[src/rtl/boot_pkg.sv]
// rtl/boot_pkg.sv - shared types and constants for the memory boot loader
package boot_pkg;

    typedef enum logic [1:0] {BOOT_IDLE, BOOT_LOAD, BOOT_DONE} boot_state_e;

    localparam int WORD_BYTES = 4;

    typedef logic [31:0] word_t;

endpackage

[src/rtl/boot_word_sel.sv]
// rtl/boot_word_sel.sv - combinational little-endian word extractor from a byte image
module boot_word_sel
    import boot_pkg::*;
#(
    parameter int SIZE_BYTES = 32,
    parameter int ADDR_W     = 5,
    parameter int K_W        = 3
) (
    input  logic [SIZE_BYTES-1:0][7:0] image,
    input  logic [K_W-1:0]             k,
    output word_t                      wr_data,
    output logic [ADDR_W-1:0]          wr_addr
);

    // The packed slice puts image[4k+3] in the top byte, giving little-endian order.
    assign wr_data = image[int'(k)*WORD_BYTES +: WORD_BYTES];
    assign wr_addr = ADDR_W'(int'(k) * WORD_BYTES);

endmodule

[src/rtl/mem_boot_loader.sv]
// rtl/mem_boot_loader.sv - copies a byte image into a memory bank word by word, holding the core until done
// Optional running checksum of written words: define MEM_BOOT_LOADER_CHECKSUM_EN.
module mem_boot_loader
    import boot_pkg::*;
#(
    parameter int SIZE_BYTES = 32,
    parameter int ADDR_W     = (SIZE_BYTES > 4) ? $clog2(SIZE_BYTES) : 2
) (
    input  logic                       clk,
    input  logic                       reset,
    input  logic [SIZE_BYTES-1:0][7:0] image,
    input  logic                       reload,
    output logic                       wr_valid,
    input  logic                       wr_ready,
    output logic [ADDR_W-1:0]          wr_addr,
    output logic [31:0]                wr_data,
    output logic                       boot_done,
    output logic                       core_hold,
    output logic [31:0]                checksum
);

    localparam int N_WORDS = SIZE_BYTES / WORD_BYTES;
    localparam int K_W     = (N_WORDS > 1) ? $clog2(N_WORDS) : 1;
    localparam logic [K_W-1:0] K_LAST = K_W'(N_WORDS - 1);

    if (SIZE_BYTES == 0 || (SIZE_BYTES % WORD_BYTES) != 0) begin : g_bad_size
        $error("mem_boot_loader: SIZE_BYTES must be a non-zero multiple of 4");
    end

    boot_state_e    state_q, state_d;
    logic [K_W-1:0] k_q, k_d;
    logic           xfer;

    assign xfer = (state_q == BOOT_LOAD) && wr_ready;

    always_comb begin
        state_d = state_q;
        k_d     = k_q;
        case (state_q)
            BOOT_IDLE: begin
                state_d = BOOT_LOAD;
                k_d     = '0;
            end
            BOOT_LOAD: begin
                if (wr_ready) begin
                    if (k_q == K_LAST) begin
                        state_d = BOOT_DONE;
                        k_d     = '0;
                    end else begin
                        k_d = k_q + K_W'(1);
                    end
                end
            end
            BOOT_DONE: begin
                if (reload) begin
                    state_d = BOOT_LOAD;
                    k_d     = '0;
                end
            end
            default: begin
                state_d = BOOT_IDLE;
                k_d     = '0;
            end
        endcase
    end

    always_ff @(posedge clk or posedge reset) begin
        if (reset) begin
            state_q <= BOOT_IDLE;
            k_q     <= '0;
        end else begin
            state_q <= state_d;
            k_q     <= k_d;
        end
    end

    // Control outputs decode only the registered state, so reset clears them at once.
    assign wr_valid  = (state_q == BOOT_LOAD);
    assign boot_done = (state_q == BOOT_DONE);
    assign core_hold = !boot_done;

    boot_word_sel #(
        .SIZE_BYTES (SIZE_BYTES),
        .ADDR_W     (ADDR_W),
        .K_W        (K_W)
    ) u_word_sel (
        .image   (image),
        .k       (k_q),
        .wr_data (wr_data),
        .wr_addr (wr_addr)
    );

`ifdef MEM_BOOT_LOADER_CHECKSUM_EN
    word_t checksum_q, checksum_d;

    always_comb begin
        checksum_d = checksum_q;
        if (state_q != BOOT_LOAD && state_d == BOOT_LOAD) begin
            checksum_d = '0;
        end else if (xfer) begin
            checksum_d = checksum_q + wr_data;
        end
    end

    always_ff @(posedge clk or posedge reset) begin
        if (reset) begin
            checksum_q <= '0;
        end else begin
            checksum_q <= checksum_d;
        end
    end

    assign checksum = checksum_q;
`else
    assign checksum = '0;
`endif

endmodule

[config.mk]
export PLATFORM = sky130hd
export DESIGN_NAME = mem_boot_loader
export DESIGN_NICKNAME = d
export VERILOG_FILES = /design/src/rtl/boot_pkg.sv /design/src/rtl/boot_word_sel.sv /design/src/rtl/mem_boot_loader.sv
export SDC_FILE = /design/constraint.sdc
export NUM_CORES = 1
export LEC_CHECK = 0
export ABC_CLOCK_PERIOD_IN_PS = 2500
export CELL_PAD_IN_SITES_DETAIL_PLACEMENT = 1
export CELL_PAD_IN_SITES_GLOBAL_PLACEMENT = 2
export CORE_MARGIN = 1
export CORE_UTILIZATION = 13
export DETAILED_ROUTE_END_ITERATION = 7
export HOLD_SLACK_MARGIN = 0.12
export PLACE_DENSITY_LB_ADDON = 0.1
export SYNTH_ARGS = -nofsm -noshare
export SYNTH_HDL_FRONTEND = slang
export SYNTH_SLANG_ARGS = --single-unit
[constraint.sdc]
create_clock -name clk -period 2.5 [get_ports clk]
set_input_delay 0.375 -clock clk [delete_from_list [all_inputs] [get_ports clk]]
set_output_delay 0.375 -clock clk [all_outputs]
set_load 0.05 [all_outputs]
==> out/metrics.yaml <==
routing:
  antenna_left: 0
  num_vias: 2825
  first_pass_iters: 4
  via_per_inst: 4.06
  drcViolationCount: 0
  drt-total-wl_um: 13500
  routedWlPerCell_um: 19.4
  first_iter_violations: 41
clocking:
  htreeDepth: 1
  cts.repair.resized: 0
  clk_latency_ns: 0.23
  cts_tree: "done"
  clkTransAtPathRegs_ns: 0.03
  hold_buffers: 0
  clk_path_buf_depth: 2
  numCtsBuffers: 3
  clkSinkCount: 5
  root_buffer: "clkbuf_16"
floorplanning:
  rows: 49
  initial_core_util_pct: 13.5
  io_pins: 332
  dieArea_um2: 19400
  fp.dieW_um: 139
  core_area_um2: 18200
  die_y_um: 139
timing:
  fmaxAchievable_ghz: 0.420
  tns_ns: 0
  fin_skew_ns: 0.00217
  setup_viol: 0
  timing_hold_violations_final: 0
  rsz0062_at_grt: "false"
  worst_pin_slew_ns: 0.511
  maxSlewViolCount: 0
  post-route-period-util_pct: 95.1
  slew_headroom_pct: 65.8
  fin_crit_ns: 2.38
pwr:
  p_per_area_nw_per_um2: 997
  power.switching_w: 0.00292
  comb_power_share_pct: 91.2
  share_seq_of_total_power_pct: 4.1
  power_frac_clock_pct: 4.7
  p_int_w: 0.00269
  p_sw_share_pct: 52.1
  power_w: 0.00560
  vdd_drop_max_mv: 0.468
  p_leak_nw: 2.08
layout:
  nets: 729
  final_area_um2: 5620
  fin_util_pct: 30.9
  synthToLayoutAreaGrowth_pct: 129
  final_cell_mix: "264 x clkdlybuf4s50_1, 60 x mux4_2, 37 x buf_4"
  diodes: 0
  drive_gt1_share_pct: 30.3
  final_common_cell: "clkdlybuf4s50_1"
setup_path:
  r2r_start: "k_q[0]"
  worstReg2RegEnd: "state_q[0]"
  reg2reg_slack_ns: 0.93
  cp_max_fo: 18
  startpoint: "k_q[0]"
  end_kind: "primary output"
  crit_arrival_ns: 2.00
  reg2reg_depth: 5
  worst-setup-path-type: "register to primary output"
  start_kind: "register"
  cp.required_ns: 2.12
global_routing:
  first_global_vias: 3251
  overflow: 0
  grt_max_degree: 50
  antenna_found_initial: 0
  grt_use_total_pct: 13.5
  grt_pass1_wl_um: 19900
logic_synthesis:
  synth-seq-cells: 5
  synth-seq-area-share_pct: 5.10
  yosys.area.top_type: "mux4_2"
  ys_types: 24
  synth_edf_count: 0
  yosys_warnings: 0
  synth.avg_cell_area_um2: 14.1
  synthArstFlopShare_pct: 100
  synthTopCellsByArea: "mux4_2 55%, mux2_2 15%, buf_4 10%, dfrtp_1 5.1%, mux4_1 4.3%"
  yosys_most_used_dff: "dfrtp_1"
  synth_top_area_share_pct: 55.1
  netlist_area_um2: 2450
  netlist_instances: 174
placement:
  port_buffers: 297
  place_hpwl_um: 11600
  gp_congestion: 0.732
  post_dp_cell_area_um2: 5520
worst_hold_path:
  min_path_type: "primary input to asynchronous set/reset pin"
status:
  outcome: "finished clean"
job:
  drv_cap: 0
logic make-up after synthesis:
kind of cell | after synthesis | synth area share [%]
adder cells (fa/ha/maj) | 2 | 1.02
AO/OA/AOI/OAI | 7 | 2.04
buffers and inverters | 55 | 15.6
flip-flops | 5 | 5.10
multiplexers | 97 | 74.5
other | 1 | 0.153
AND/OR/NAND/NOR | 7 | 1.63
worst max-delay path: stages (launching register included):
cell and delay [ns]:
dfrtp_4 0.53, buf_12 0.21, mux4_1 0.56, mux2_2 0.28, buf_4 0.19
through the flow:
| step | std cells | hold slack [ns] | setup WS, ns |
|---|---|---|---|
| detailed placement | 689 | 0.488 | 0.222 |
| floorplan | 207 | 0.154 | 0.110 |
| global placement | 689 | 0.481 | 0.235 |
| global route | 695 | 0.392 | 0.0506 |
| CTS | 695 | 0.375 | 0.0843 |
| finish | 695 | 0.358 | 0.122 |
cells in the mapped netlist (2+ instances only):
master and instances:
mux4_1 4, inv_1 3, dfrtp_1 5, mux2_2 32, a22o_1 2, buf_2 5
clkbuf_1 8, buf_6 4, mux4_2 60, nand2b_1 2, a21o_1 2, ha_1 2
buf_4 34
final cells by class:
class	instances	area, um^2
clock buffers	4	78.8
fillers	2007	12600
inverters	3	11.3
multi-input cells	147	2070
flip-flops and latches	5	131
well taps	229	287
repair buffers	307	3040
state kept, by name (all words and copies together), names as in the netlist:
| register | cells |
|---|---|
| k_q | 3 |
| state_q | 2 |
per-layer routing:
layer / part of all wire, % / track usage, %
met1: 35 / 14.0
met4: 0.19 / 0.877
met3: 9.5 / 3.54
met5: 0 / 0
met2: 55 / 27.5
what timing repair did:
action                                 in CTS  in global routing
setup buffers                               2                  0
endpoints found under the hold margin       0                  0
setup endpoints to repair                   4                  0
how the worst max path moves through the flow:
stage / endpoint / slack [ns] / cells after the start
2_1_floorplan: wr_data[11] / 0.11 / 4
3_3_place_gp: wr_data[16] / 0.24 / 4
3_5_place_dp: wr_data[0] / 0.22 / 4
4_1_cts: wr_data[2] / 0.08 / 4
5_1_grt: wr_data[2] / 0.05 / 4
6_report: wr_data[0] / 0.12 / 4
power groups by stage:
stage / Sequential (W) / Clock [W] / Combinational, W
after floorplan: 0.000218 / 0 / 0.00365
final: 0.000231 / 0.000263 / 0.00511
after detailed placement: 0.000272 / 0 / 0.00512
after global routing: 0.000248 / 0.000273 / 0.00537
after global placement: 0.000275 / 0 / 0.00512
after CTS: 0.000242 / 0.000269 / 0.00519
(Power assumes the default switching activity.)
